$ cat src/rtl/spi_reg_peripheral_pkg.sv
// Shared types and constants for the SPI register peripheral.
package spi_periph_pkg;

    typedef enum logic [1:0] {
        IDLE = 2'd0,
        CMD  = 2'd1,
        DATA = 2'd2
    } spi_state_t;

    // Command byte bit that selects read (1) or write (0)
    localparam int CMD_RD_BIT  = 7;
    // Flops in each input synchronizer
    localparam int SYNC_STAGES = 2;

endpackage

$ cat src/rtl/spi_reg_peripheral_if.sv
// SPI pin bundle between an initiator (master) and the register peripheral (slave).
interface spi_reg_peripheral_if;
    logic spi_sclk;
    logic spi_ss_n;
    logic spi_mosi;
    logic spi_miso;
    logic spi_miso_oe;

    modport master (
        output spi_sclk, spi_ss_n, spi_mosi,
        input  spi_miso, spi_miso_oe
    );

    modport slave (
        input  spi_sclk, spi_ss_n, spi_mosi,
        output spi_miso, spi_miso_oe
    );
endinterface

$ cat src/rtl/spi_reg_peripheral_sync_edge.sv
// Synchronizer for one asynchronous SPI pin, plus a delay flop for edge detect.
// RST_VAL sets the idle level the chain holds through reset.
module spi_sync_edge
    import spi_periph_pkg::*;
#(
    parameter logic RST_VAL = 1'b0
) (
    input  logic clk,
    input  logic rst_n,
    input  logic d,
    output logic q,
    output logic rise,
    output logic fall
);

    logic [SYNC_STAGES-1:0] sync;
    logic                   q_d;

    // Synchronizer chain and one extra stage for edge comparison
    always_ff @(posedge clk or negedge rst_n) begin
        if (!rst_n) begin
            sync <= {SYNC_STAGES{RST_VAL}};
            q_d  <= RST_VAL;
        end else begin
            sync <= {sync[SYNC_STAGES-2:0], d};
            q_d  <= sync[SYNC_STAGES-1];
        end
    end

    assign q    = sync[SYNC_STAGES-1];
    assign rise = q & ~q_d;
    assign fall = ~q & q_d;

endmodule

$ cat src/rtl/spi_reg_peripheral.sv
// SPI mode-0 responder exposing an NREGS x 8 register file.
// Frame: command byte {rw, ignored, addr}, then burst data bytes with
// auto-incrementing, wrapping address. Register 0 is a read-only ID.
// Optional macro SPI_PERIPH_IRQ_EN adds irq_o (set on write, cleared by
// a read command addressing register 0).
module spi_reg_peripheral
    import spi_periph_pkg::*;
#(
    parameter int          NREGS    = 16,
    parameter logic [7:0]  ID_VALUE = 8'hA5,
    localparam int         AW       = $clog2(NREGS)
) (
    input  logic                 Clk,
    input  logic                 reset_rtl_0,
    spi_reg_peripheral_if.slave  spi,
    output logic [NREGS*8-1:0]   reg_o,
    output logic                 wr_strobe,
    output logic [AW-1:0]        wr_addr,
    output logic [7:0]           wr_data
`ifdef SPI_PERIPH_IRQ_EN
    ,
    output logic                 irq_o
`endif
);

    logic sclk_q, sclk_rise, sclk_fall;
    logic ss_q, ss_rise, ss_fall;
    logic mosi_q, mosi_rise, mosi_fall;

    spi_sync_edge #(.RST_VAL(1'b0)) u_sclk (.clk(Clk), .rst_n(reset_rtl_0), .d(spi.spi_sclk),
                                            .q(sclk_q), .rise(sclk_rise), .fall(sclk_fall));
    spi_sync_edge #(.RST_VAL(1'b1)) u_ss   (.clk(Clk), .rst_n(reset_rtl_0), .d(spi.spi_ss_n),
                                            .q(ss_q), .rise(ss_rise), .fall(ss_fall));
    spi_sync_edge #(.RST_VAL(1'b0)) u_mosi (.clk(Clk), .rst_n(reset_rtl_0), .d(spi.spi_mosi),
                                            .q(mosi_q), .rise(mosi_rise), .fall(mosi_fall));

    // Edge outputs of the level-only inputs are intentionally left unused
    logic unused_edges;
    assign unused_edges = ^{sclk_q, ss_rise, ss_fall, mosi_rise, mosi_fall};

    spi_state_t               state_q, state_d;
    logic [2:0]               bit_cnt;
    logic [6:0]               shift_in;
    logic [7:0]               shift_out;
    logic                     rw;
    logic [AW-1:0]            addr;
    logic [NREGS-1:0][7:0]    regs;   // regs[0] is held at ID_VALUE

    logic [7:0]    byte_in;
    logic          byte_done, cmd_done, wr_fire, rd_next;
    logic [AW-1:0] cmd_addr;

    assign byte_in   = {shift_in, mosi_q};
    assign cmd_addr  = byte_in[AW-1:0];
    assign byte_done = sclk_rise && (bit_cnt == 3'd7);
    assign cmd_done  = (state_q == CMD) && byte_done;
    // A completing write byte is honoured even if ss_n rises in the same cycle
    assign wr_fire   = (state_q == DATA) && !rw && byte_done;
    assign rd_next   = (state_q == DATA) &&  rw && byte_done;

    // State register
    always_ff @(posedge Clk or negedge reset_rtl_0) begin
        if (!reset_rtl_0) state_q <= IDLE;
        else              state_q <= state_d;
    end

    // Next-state logic
    always_comb begin
        state_d = state_q;
        case (state_q)
            IDLE:    if (!ss_q) state_d = CMD;
            CMD:     if (ss_q) state_d = IDLE;
                     else if (byte_done) state_d = DATA;
            DATA:    if (ss_q) state_d = IDLE;
            default: state_d = IDLE;
        endcase
    end

    // Shifting, command latch, register writes and read data loading
    always_ff @(posedge Clk or negedge reset_rtl_0) begin
        if (!reset_rtl_0) begin
            bit_cnt   <= '0;
            shift_in  <= '0;
            shift_out <= '0;
            rw        <= 1'b0;
            addr      <= '0;
            regs      <= '0;
            regs[0]   <= ID_VALUE;
            wr_strobe <= 1'b0;
            wr_addr   <= '0;
            wr_data   <= '0;
        end else begin
            wr_strobe <= 1'b0;
            if (state_q == IDLE) begin
                bit_cnt <= '0;
            end else if (sclk_rise) begin
                shift_in <= byte_in[6:0];
                bit_cnt  <= bit_cnt + 3'd1;
            end
            if (cmd_done) begin
                rw        <= byte_in[CMD_RD_BIT];
                addr      <= cmd_addr;
                shift_out <= regs[cmd_addr];
            end
            if (wr_fire) begin
                wr_strobe <= 1'b1;
                wr_addr   <= addr;
                wr_data   <= byte_in;
                if (addr != '0) regs[addr] <= byte_in;
                addr      <= addr + 1'b1;
            end
            if (rd_next) begin
                addr      <= addr + 1'b1;
                shift_out <= regs[addr + 1'b1];
            end else if ((state_q == DATA) && rw && sclk_fall && (bit_cnt != 3'd0)) begin
                // The falling edge right after a load (bit_cnt == 0) must not
                // shift, or the MSB would never reach the initiator.
                shift_out <= {shift_out[6:0], 1'b0};
            end
        end
    end

`ifdef SPI_PERIPH_IRQ_EN
    // Write sets the flag; a read command to register 0 clears it; set wins
    always_ff @(posedge Clk or negedge reset_rtl_0) begin
        if (!reset_rtl_0)                                            irq_o <= 1'b0;
        else if (wr_fire)                                            irq_o <= 1'b1;
        else if (cmd_done && byte_in[CMD_RD_BIT] && cmd_addr == '0)  irq_o <= 1'b0;
    end
`endif

    assign spi.spi_miso    = ((state_q == DATA) && rw) ? shift_out[7] : 1'b0;
    assign spi.spi_miso_oe = ~ss_q;
    assign reg_o           = regs;

endmodule
$ cat src/flat_wrapper.sv
// flat-port wrapper written by rule: the top's interface ports become plain ports
module spi_reg_peripheral_flat import spi_periph_pkg::*;
#(
    parameter int          NREGS    = 16,
    parameter logic [7:0]  ID_VALUE = 8'hA5,
    localparam int         AW       = $clog2(NREGS)
)
  (Clk, reset_rtl_0, reg_o, wr_strobe, wr_addr, wr_data, spi_spi_sclk, spi_spi_ss_n, spi_spi_mosi, spi_spi_miso, spi_spi_miso_oe);
  spi_reg_peripheral_if spi_i ();
  input  logic Clk;
  input  logic reset_rtl_0;
  output logic [NREGS*8-1:0] reg_o;
  output logic wr_strobe;
  output logic [AW-1:0] wr_addr;
  output logic [7:0] wr_data;
  input wire logic [$bits(spi_i.spi_sclk)-1:0] spi_spi_sclk;
  input wire logic [$bits(spi_i.spi_ss_n)-1:0] spi_spi_ss_n;
  input wire logic [$bits(spi_i.spi_mosi)-1:0] spi_spi_mosi;
  output wire logic [$bits(spi_i.spi_miso)-1:0] spi_spi_miso;
  output wire logic [$bits(spi_i.spi_miso_oe)-1:0] spi_spi_miso_oe;
  assign spi_i.spi_sclk = spi_spi_sclk;
  assign spi_i.spi_ss_n = spi_spi_ss_n;
  assign spi_i.spi_mosi = spi_spi_mosi;
  assign spi_spi_miso = spi_i.spi_miso;
  assign spi_spi_miso_oe = spi_i.spi_miso_oe;
  spi_reg_peripheral #(.NREGS(NREGS), .ID_VALUE(ID_VALUE)) u_core (.Clk(Clk), .reset_rtl_0(reset_rtl_0), .spi(spi_i), .reg_o(reg_o), .wr_strobe(wr_strobe), .wr_addr(wr_addr), .wr_data(wr_data));
endmodule
$ cat config.mk
export PLATFORM = sky130hd
export DESIGN_NAME = spi_reg_peripheral_flat
export DESIGN_NICKNAME = d
export VERILOG_FILES = /design/src/rtl/spi_reg_peripheral_pkg.sv /design/src/rtl/spi_reg_peripheral_if.sv /design/src/rtl/spi_reg_peripheral_sync_edge.sv /design/src/rtl/spi_reg_peripheral.sv /design/src/flat_wrapper.sv
export SDC_FILE = /design/constraint.sdc
export NUM_CORES = 1
export LEC_CHECK = 0
export CORE_UTILIZATION = 54
export DETAILED_ROUTE_END_ITERATION = 7
export PLACE_DENSITY = 0.87
export SYNTH_ARGS = -nofsm -noshare
export SYNTH_HDL_FRONTEND = slang
export SYNTH_SLANG_ARGS = --single-unit
$ cat constraint.sdc
create_clock -name Clk -period 3.8 [get_ports Clk]
set_input_delay 1.14 -clock Clk [delete_from_list [all_inputs] [get_ports Clk]]
set_output_delay 1.14 -clock Clk [all_outputs]
set_load 0.03 [all_outputs]
Word level (Yosys, flattened, before mapping)
Cells that the tools add are included.
{"block": "classes", "add_sub_neg": 2, "muxes": 22, "reduce_logical": 19, "bitwise": 6, "order_cmp": 4, "eq_ne": 6}
{"operator": "128-bit bitwise mux", "n": 1}
{"operator": "8-bit binary-select mux with 4-bit select", "n": 2}
{"operator": "8-bit 2-to-1 mux", "n": 6}
{"operator": "8-bit demux with 4-bit select", "n": 1}
{"operator": "4-bit by 5-bit less-than comparator with 1-bit output (second input constant)", "n": 3}
{"operator": "4-bit 2-to-1 mux", "n": 3}
{"operator": "1-bit logical AND", "n": 9}
{"operator": "3-bit nonzero test", "n": 3}
{"operator": "2-bit 2-to-1 mux", "n": 4}
{"operator": "3-bit 2-to-1 mux", "n": 2}
{"operator": "2-bit one-hot mux with 3 select lines", "n": 1}
{"operator": "4-bit by 1-bit adder with 4-bit output (second input constant)", "n": 1}
{"operator": "4-bit by 1-bit greater-or-equal comparator with 1-bit output (second input constant)", "n": 1}
{"operator": "2-bit inequality test (second input constant)", "n": 2}
{"operator": "1-bit inverter", "n": 4}
{"operator": "2-bit AND reduction", "n": 2}
{"operator": "4-bit nonzero test", "n": 1}
{"operator": "3-bit by 1-bit adder with 3-bit output (second input constant)", "n": 1}
{"operator": "3-bit == test (second input constant)", "n": 1}
{"operator": "3-bit by 2-bit inequality test with 1-bit output (second input constant)", "n": 1}
{"operator": "3-bit AND reduction", "n": 1}
{"operator": "1-bit bitwise AND", "n": 2}
{"operator": "2-bit by 1-bit == test with 1-bit output (second input constant)", "n": 1}
{"operator": "2-bit == test (second input constant)", "n": 1}
{"operator": "4 further kinds", "n": 5}
{"block": "word_totals", "input_bits": 5, "elab_cells": 88, "out_inout_bits": 143, "register_bits": 173}

Depth between registers and ports, before layout
Gate-level depths: netlist of the first run.
{"block": "logic_depth", "word_depth": 7, "depth_mapped": 11, "depth_no_buf": 8}

Modules after synthesis
Synthesis of the first run repeated with hierarchy kept, for this count alone.
{"block": "hier_totals", "hier_cells": 589, "hier_area_um2": 8839.7}
{"mod": "spi_reg_peripheral", "area_per_inst_um2": 8565.7, "cells_each": 574, "n_inst": 1, "seq_area_each_um2": 4159.0}
{"mod": "spi_sync_edge at u_core.u_mosi ...", "area_per_inst_um2": 90.1, "cells_each": 5, "n_inst": 2, "seq_area_each_um2": 75.1}
{"mod": "spi_sync_edge at u_core.u_ss", "area_per_inst_um2": 93.8, "cells_each": 5, "n_inst": 1, "seq_area_each_um2": 78.8}

Worst setup path before layout of the first run
Ideal clock, no wire load.
{"block": "synth_path", "path_type": "flip-flop to flip-flop", "startpoint": "reg u_core.addr[0]", "endpoint": "reg u_core.shift_out[0]", "setup_ps": 138, "arrival_time_ps": 2570, "path_buffers": 4, "path_slack_ps": 1092, "period_less_slack_ps": 2708, "path_stages_with_launch": 11, "required_ps": 3662, "cell_sequence": "dfrtp_1 buf_4 clkbuf_1 inv_1 ha_1 buf_2 buf_6 mux4_2 mux2_2 a31oi_1 o2111ai_1"}
{"block": "synth_between", "elab_chain_cells": 4}
{"element": "start: declaration", "line_no": "spi_reg_peripheral.sv:46", "text": "logic [AW-1:0] addr;"}
{"element": "start signal: assignment", "line_no": "spi_reg_peripheral.sv:102", "text": "addr <= cmd_addr;"}
{"element": "start signal: assignment", "line_no": "spi_reg_peripheral.sv:110", "text": "addr <= addr + 1'b1;"}
{"element": "start signal: assignment", "line_no": "spi_reg_peripheral.sv:113", "text": "addr <= addr + 1'b1;"}
{"element": "4-bit by 1-bit adder with 4-bit output", "line_no": "spi_reg_peripheral.sv:114", "text": "shift_out <= regs[addr + 1'b1];"}
{"element": "8-bit binary-select mux with 4-bit select", "line_no": "spi_reg_peripheral.sv:114"}
{"element": "8-bit 2-to-1 mux (not written as such)", "line_no": "spi_reg_peripheral.sv:114"}
{"element": "8-bit 2-to-1 mux", "line_no": "spi_reg_peripheral.sv:112", "text": "if (rd_next) begin"}
{"element": "end signal: assignment", "line_no": "spi_reg_peripheral.sv:103", "text": "shift_out <= regs[cmd_addr];"}
{"element": "end signal: assignment", "line_no": "spi_reg_peripheral.sv:114"}
{"element": "end signal: assignment", "line_no": "spi_reg_peripheral.sv:118", "text": "shift_out <= {shift_out[6:0], 1'b0};"}
{"element": "end: declaration", "line_no": "spi_reg_peripheral.sv:44", "text": "logic [7:0] shift_out;"}
Every way passes these cells. The select of a mux whose other input is x is not followed.
A chain may end at the register's enable or synchronous reset.

Worst setup path after layout of the first run
{"block": "layout_path", "startpoint": "reg u_core.state_q[0]", "endpoint": "out spi_spi_miso"}
{"block": "layout_between", "elab_chain_cells": 3}
{"element": "start: declaration", "line_no": "spi_reg_peripheral.sv:41", "text": "spi_state_t state_q, state_d;"}
{"element": "start signal: assignment", "line_no": "spi_reg_peripheral.sv:64", "text": "else state_q <= state_d;"}
{"element": "2-bit == test", "line_no": "spi_reg_peripheral.sv:132", "text": "assign spi.spi_miso = ((state_q == DATA) && rw) ? shift_out[7] : 1'b0;"}
{"element": "1-bit logical AND", "line_no": "spi_reg_peripheral.sv:132"}
{"element": "1-bit 2-to-1 mux", "line_no": "spi_reg_peripheral.sv:132"}
{"element": "end: declaration", "line_no": "flat_wrapper.sv:19", "text": "output wire logic [$bits(spi_i.spi_miso)-1:0] spi_spi_miso;"}
Every way passes these cells.

==> results of run 1 <==
path summary, 6_finish.rpt:
| kind | from | depth (start not counted) | slack (ns) | endpoint |
|---|---|---|---|---|
| max | u_core.state_q[0] | 4 | 0.37 | spi_spi_miso |
| min | u_core.u_sclk.sync[0] | 0 | 0.35 | u_core.u_sclk.sync[1] |
| max reg2reg | u_core.addr[0] | 8 | 0.97 | u_core.shift_out[4] |
| min reg2reg | u_core.u_sclk.sync[0] | 0 | 0.35 | u_core.u_sclk.sync[1] |
| max in group asynchronous | reset_rtl_0 | 2 | 2.27 | u_core.reg_o[0] |
| min in group asynchronous | reset_rtl_0 | 1 | 0.70 | u_core.wr_data[4] |
routing by layer:
| metal | share of wire | wire [um] | track usage |
|---|---|---|---|
| met1 | 0.40 | 10010 | 0.4306 |
| met2 | 0.48 | 11980 | 0.4918 |
| met3 | 0.089 | 2213 | 0.07329 |
| met4 | 0.021 | 524 | 0.1156 |
| met5 | 0 | 0 | 0 |
kinds of logic (layout without fill, tap and decap cells):
kind of cell | Yosys count | count (layout) | synth area share
AO/OA/AOI/OAI | 81 | 81 | 0.05880
XOR/XNOR | 1 | 1 | 0.0009778
adder cells (fa/ha/maj) | 7 | 7 | 0.009776
buffers and inverters | 78 | 214 | 0.04176
flip-flops | 173 | 173 | 0.4841
multiplexers | 209 | 209 | 0.3366
AND/OR/NAND/NOR | 93 | 93 | 0.06802
metrics by stage:
step	cell area, um2	total power [mW]	setup slack [ns]	instances
after floorplan	8959	2.235	1.092	642
after global placement	10550	2.389	0.8911	962
after detailed placement	10550	2.403	0.8506	962
after CTS	11140	4.146	0.3824	994
after global routing	11140	4.263	0.2222	994
final	11140	4.141	0.3691	994
cell type report:
type / instances / area [um2]
clock buffer: 18 / 439.2
clock inverter: 14 / 152.6
fill: 1069 / 4917
inverter: 24 / 90.09
multi-input combinational: 391 / 4257
sequential: 173 / 4339
tap: 216 / 270.3
timing repair buffer: 158 / 1593
power by group:
group | leakage, nW | internal [mW] | switching (mW)
Clock | 0.288 | 0.949 | 0.810
Combinational | 2.17 | 0.122 | 0.149
Sequential | 2.37 | 1.87 | 0.237
Total | 4.83 | 2.94 | 1.20
worst max-delay path, cell delays in order (launching register included):
cell and delay, ns:
sky130_fd_sc_hd__dfrtp_1 0.53, sky130_fd_sc_hd__nand2b_1 0.31, sky130_fd_sc_hd__nor2_1 0.19, sky130_fd_sc_hd__and2_1 0.15, sky130_fd_sc_hd__clkdlybuf4s50_1 0.66
synth_stat cells, drive strengths merged, types with 2 or more instances:
cell type | count | share of area
mux4 | 57 | 0.14
mux2 | 135 | 0.17
a22oi | 7 | 0.0059
a31oi | 3 | 0.0021
a221oi | 7 | 0.0068
and2 | 3 | 0.0022
dfrtp | 167 | 0.47
nor3 | 5 | 0.0039
clkbuf | 30 | 0.013
a211oi | 6 | 0.0050
o221ai | 6 | 0.0059
and3b | 2 | 0.0020
nand3 | 15 | 0.020
nand2 | 27 | 0.012
mux2i | 17 | 0.019
a21oi | 18 | 0.010
ha | 7 | 0.0098
nor2 | 14 | 0.0059
nand2b | 4 | 0.0028
o21ai | 14 | 0.0078
nand4 | 8 | 0.0084
buf | 24 | 0.019
and3 | 2 | 0.0014
inv | 24 | 0.010
nor2b | 8 | 0.0059
dfstp | 6 | 0.018
o22ai | 15 | 0.010
nand3b | 2 | 0.0017
sequential cells by signal (all words and copies together), names as in the netlist:
register,count
u_core.wr_addr,4
u_core.u_sclk.sync,2
u_core.bit_cnt,3
u_core.wr_data,8
u_core.rw,1
u_core.u_mosi.sync,2
u_core.reg_o,128
u_core.u_sclk.q_d,1
u_core.shift_in,7
u_core.state_q,2
u_core.shift_out,8
u_core.u_ss.sync,2
u_core.addr,4
u_core.wr_strobe,1
==> summary.md, run 1 <==
The die width was 130.8 um. The gate count after technology mapping was 642. The library cells used most frequently in the layout, excluding fill and tap cells, are 165 x sky130_fd_sc_hd__dfrtp_1, 146 x sky130_fd_sc_hd__clkdlybuf4s50_1, 123 x sky130_fd_sc_hd__mux2_2, 57 x sky130_fd_sc_hd__mux4_2, 25 x sky130_fd_sc_hd__nand2_1. The tightest hold path in the finished design has a slack of 0.3501 ns. CTS placed an instance of sky130_fd_sc_hd__clkbuf_16 at the clock tree root. The run gives 0.2915 GHz as the highest clock frequency the design can meet. Share of layout cells above drive strength 1: 0.3432.

The final count of pins violating max slew was 0; the final critical-path share of the clock period was 0.9029. The number of antenna violations at the first check in global routing was 0. In this run the deepest clock path goes through 2 buffers.

The library cell used most frequently in the layout, excluding fill and tap cells, is sky130_fd_sc_hd__dfrtp_1. Summed over all failing endpoints, the final setup total negative slack is 0 ns. The logs give 0 for the residual antenna-violating net count after detailed routing and 4.825 nW for the leakage dissipation. The detailed placement HPWL was 17010 um.

At the later pin of the worst-skew pair, clock insertion delay measures 0.44 ns. Compared with the post-synthesis result, the final layout area differs by 24.36%. Number of instances resized during post-cts repair: 0. Setup repair after global routing left no endpoint under its margin.

The top-level I/O count was 148; the routability-driven placement congestion ratio was 0.9123. During synthesis, Yosys emitted a total of 0 warnings. The tools report the number of global-route vias before repair as 6564. Detailed-routing iteration count for the pre-antenna-repair pass: 5. The combined global-route utilization of all metal layers came out at 0.3138.

In this run the number of H-tree levels came out at 4. The run gives 8959 um2 as the area of the mapped netlist. The sequential element share of the synthesized area was 0.4841. The net total in the final layout was 777.

The flow ran to the end, and the final reports show no timing, DRC or antenna violations. In this run the worst hold path is classified as reg -> reg. The effective utilization at floorplan was 0.5579. The mean routed wirelength per cell came out at 24.88 um.

The run gives 0.6938 as the utilization after layout. The total number of vias is 6400. The proportion of synthesized flip-flops having asynchronous set or reset was 1.000.

For the worst IR drop on VDD, the log shows 0.3372 mV. The total global routing overflow was 0; the final hold violation count was 0. In this run the vertical extent of the chip is 130.8 um.

The slew at the pin with the worst max-slew slack was 0.9614 ns. Using the TritonRoute via totals, the vias-per-cell ratio works out to 6.439. The critical path is of the reg -> out type. The reported max-cap violation count is 0. The run gives 16060 um2 as the core area.

The diode insertion count for antenna repair is 0. Clock-pin slew on the worst setup and hold paths: 0.07 ns. TritonCTS built the clock tree. Maximum number of pins on one net before global-route repair: 74. The floorplan has 46 rows. STA classifies the critical path startpoint as a register. The total clock buffers created by CTS is 17. The worst slew margin relative to its limit is 0.3591, and the number of register bits inferred by synthesis is 173. The number of buffers added to fix hold violations after cts is 0. Counting I/O delays and the setup requirement, the final critical path takes 3.431 ns. In the synthesized netlist the dominant register cell turns out to be sky130_fd_sc_hd__dfrtp_1.

Yosys mapped the design onto 50 distinct sky130hd cell types. The first global-routing pass estimated 38810 um of wire. The worst setup path is captured at an output pin.

Number of input and output port buffers inserted: 147. The post-detailed-routing wire length is 24730 um, and the number of flops mapped to enable cells by yosys is 0. On the final layout, the worst clock skew is 0.01040 ns. The number of design-rule violations left by the first detailed-router iteration came out at 688.

The synthesized net count is 654, and the required time of the critical path is 2.66 ns. Setup violations remaining at the end of the flow were counted as 0. Dividing total power by cell area gives a power density of 371.7 nW/um2. For the post-CTS setup buffer count, the log shows 0.

The area of the die was 17110 um2; the maximum fanout count along the critical path was 15. After synthesis, the mean cell area works out to 13.95 um2. After detailed routing, the number of remaining DRC violations is 0. Clock tree synthesis found a total of 173 sinks.

The run gives 2.29 ns as the arrival time of the worst setup path.
Power figures use the tool's default switching activity.
==> run 2, diff against run 1 <==
REMOVE_ABC_BUFFERS = 1   (was default)
==> summary.md, run 2 (same netlist as run 1, synthesis figures left out) <==
The run gives 0.9110 (-0.14%) as the routability-driven placement congestion ratio. The clock sink total is 173 (unchanged), and the worst IR drop on VDD is 0.3199 mV (-5.1%). The run gives 0.3179 (+0.004126) as the combined global-route utilization of all metal layers. The pre-CTS setup slack came out at 0.8337 ns (-0.01688 ns).

For the number of rows created at floorplan, the log shows 46 (unchanged). The final critical-path share of the clock period is 0.9055 (+0.002578), and the final hold violation count is 0 (unchanged). The run gives 16920 um (-0.51%) as the detailed placement HPWL.

Maximum fanout count along the critical path: 15 (unchanged). Setup repair after global routing left no endpoint under its margin. The highest clock frequency the design can meet was 0.2906 GHz (-0.28%). For the sequential group share of total power, the log shows 0.506 (-0.004). The run gives 4 (unchanged) as the number of levels in the clock H-tree. The min-delay analysis places its worst path in the category reg -> reg. Post-route non-filler standard cell count: 993 (-0.10%).

The tools report the final number of setup-violating endpoints as 0 (unchanged). The run finished with clean final reports. The core area was 16060 um2 (unchanged); the number of input and output port buffers inserted was 147 (unchanged). The number of flip-flops in the largest register came out at 128 (unchanged).

The run gives 17110 um2 (unchanged) as the area of the die. The logs give 961 (-0.10%) for the total instance count after detailed placement and 6 (+1) for the detailed-routing iteration count for the pre-antenna-repair pass. The power per unit of standard cell area is 378.5 nW/um2 (+1.8%), and the number of design-rule violations left by the first detailed-router iteration is 776 (+13%).

The area of all placed cells without fillers came out at 11140 um2 (about the same). The number of buffers added to fix hold violations after cts is 0 (unchanged). The combinational fraction of design power is 0.063 (-0.002).

The logs give 0 (unchanged) for the number of antenna violations at the first check in global routing and 148 (unchanged) for the top-level I/O count. The area of placed instances came out at 10530 um2 (-0.19%). The worst setup path is launched from a register.

The logs give 3.103 mW (+5.4%) for the internal power consumption and 0.431 (+0.006) for the part of the power in the clock network. The post-detailed-routing wire length came out at 25260 um (+2.1%). The logs give 0.01310 ns (+0.002701 ns) for the final setup skew and 6656 (+1.4%) for the number of global-route vias before repair.

The logs give 17 (unchanged) for the total clock buffers created by CTS and 0.5579 (unchanged) for the effective utilization at floorplan. The final count of pins violating max slew is 0 (unchanged), and the post-detailed-route via-to-cell ratio is 6.640 (+3.1%). The maximum number of pins on one net before global-route repair came out at 75 (+1.4%). The logs give 0 (unchanged) for the remaining routing DRC violations and 0 (unchanged) for the total global routing overflow.

Diode insertion count for antenna repair: 0 (unchanged). Leakage dissipation: 4.822 nW (about the same). Traced cell by cell, the critical path runs through nand2b_1 > nor2_1 > and2_1 > clkdlybuf4s50_1. The library cell used most frequently in the layout, excluding fill and tap cells, is sky130_fd_sc_hd__dfrtp_1. The total number of vias came out at 6594 (+3.0%). The number of buffer and inverter instances along the worst setup path is 1 (unchanged), and the arrival time of the worst setup path is 2.30 ns (about the same).

The root buffer cell chosen for the clock tree is sky130_fd_sc_hd__clkbuf_16. The area of the multi-input gates is 4257 um2 (unchanged), and the share of layout cells above drive strength 1 is 0.3359 (-0.007280). The run gives 0.3533 ns (+0.003156 ns) as the worst-case hold slack. Slowest cell on the critical path: sky130_fd_sc_hd__clkdlybuf4s50_1.

The mean routed wirelength per cell was 25.43 um (+2.2%). Residual antenna-violating net count after detailed routing: 0 (unchanged). The run gives 0 (unchanged) as the post-CTS setup buffer count. The logs give 0 (unchanged) for the reported max-cap violation count and 2.66 ns (about the same) for the required time of the critical path. The synthesis-to-layout area growth was 24.34% (about the same). The critical path is of the reg -> out type. The count of filler cells inserted in the layout was 1021 (-4.5%); the wire length of the first global-routing pass was 39490 um (+1.8%).

In the layout the commonest cells are 165 x sky130_fd_sc_hd__dfrtp_1, 146 x sky130_fd_sc_hd__clkdlybuf4s50_1, 123 x sky130_fd_sc_hd__mux2_2, 57 x sky130_fd_sc_hd__mux4_2, 25 x sky130_fd_sc_hd__nand2_1. The net total in the final layout came out at 776 (-0.13%). The kind of cell with the highest combined delay along the critical path is buffers and inverters. The utilization after layout came out at 0.6937 (about the same). The clock-pin slew on the worst setup and hold paths is 0.06 ns (about the same). The switching share of total power was 0.2641 (-0.02467); the insertion delay to the later sink of the worst-skew pair was 0.43 ns (about the same).

Worst slew margin relative to its limit: 0.2205 (-0.1386). The worst setup path is captured at an output pin. The net switching power of the design came out at 1.114 mW (-6.9%).

The die width came out at 130.8 um (unchanged). TritonCTS built the clock tree. The minimum clock period works out to 3.441 ns (+0.009798 ns).

The slack of the critical path is 0.3593 ns (-0.009798 ns), and the number of instances resized during post-cts repair is 0 (unchanged). Slew at the pin with the worst max-slew slack: 1.169 ns (+0.2079 ns). The largest stage delay on the critical path was 0.67 ns (about the same); the register cell area after layout was 4339 um2 (unchanged).

The chip height was 130.8 um (unchanged). The tools report the largest buffer count on any clock path as 2 (unchanged).
run 2: final cells by class:
type,count,share of cell area
Timing Repair Buffer,157,0.1412
Multi-Input combinational cell,391,0.3821
Clock inverter,6,0.009997
Sequential cell,173,0.3895
Tap cell,216,0.02426
Inverter,24,0.008087
Clock buffer,26,0.04482
run 2: path summary, 6_finish.rpt:
check                                        endpoint  slack [ns]                  start  depth (start not counted)
worst max-delay path                     spi_spi_miso        0.36      u_core.state_q[0]                          4
worst min-delay path            u_core.u_sclk.sync[1]        0.35  u_core.u_sclk.sync[0]                          0
worst max register to register      u_core.reg_o[115]        0.82      u_core.u_sclk.q_d                          6
worst min register to register  u_core.u_sclk.sync[1]        0.35  u_core.u_sclk.sync[0]                          0
max in group asynchronous          u_core.shift_in[0]        2.11            reset_rtl_0                          2
min in group asynchronous       u_core.u_mosi.sync[1]        0.68            reset_rtl_0                          1
run 2: power by group through the flow:
stage | clock [mW] | combinational (mW) | sequential [mW]
2_1_floorplan | 0 | 0.137 | 2.06
3_3_place_gp | 0 | 0.253 | 2.14
3_5_place_dp | 0 | 0.262 | 2.16
4_1_cts | 1.82 | 0.265 | 2.12
5_1_grt | 1.90 | 0.286 | 2.14
6_report | 1.82 | 0.266 | 2.13
run 2: routing by layer:
layer / global-route usage / up-vias / wire length, um
met2: 0.4877 / 447 / 12170
met4: 0.1738 / 0 / 1153
met1: 0.4283 / 3390 / 9770
met5: 0 / - / 0
li1: - / 2668 / -
met3: 0.06555 / 89 / 2164
run 2: metrics by stage:
stage / TNS [ns] / power (mW)
after floorplan: -0.07277 / 2.198
after global placement: 0 / 2.394
after detailed placement: 0 / 2.417
after CTS: 0 / 4.209
after global routing: 0 / 4.325
final: 0 / 4.216
run 2: worst register-to-register path: stages (launching register included):
cell	delay (ns)
sky130_fd_sc_hd__dfrtp_1	0.41
sky130_fd_sc_hd__nor2b_2	0.30
sky130_fd_sc_hd__nand2_2	0.24
sky130_fd_sc_hd__nor3_4	0.61
sky130_fd_sc_hd__buf_4	0.49
sky130_fd_sc_hd__nand4_2	0.41
sky130_fd_sc_hd__mux2_2	0.41
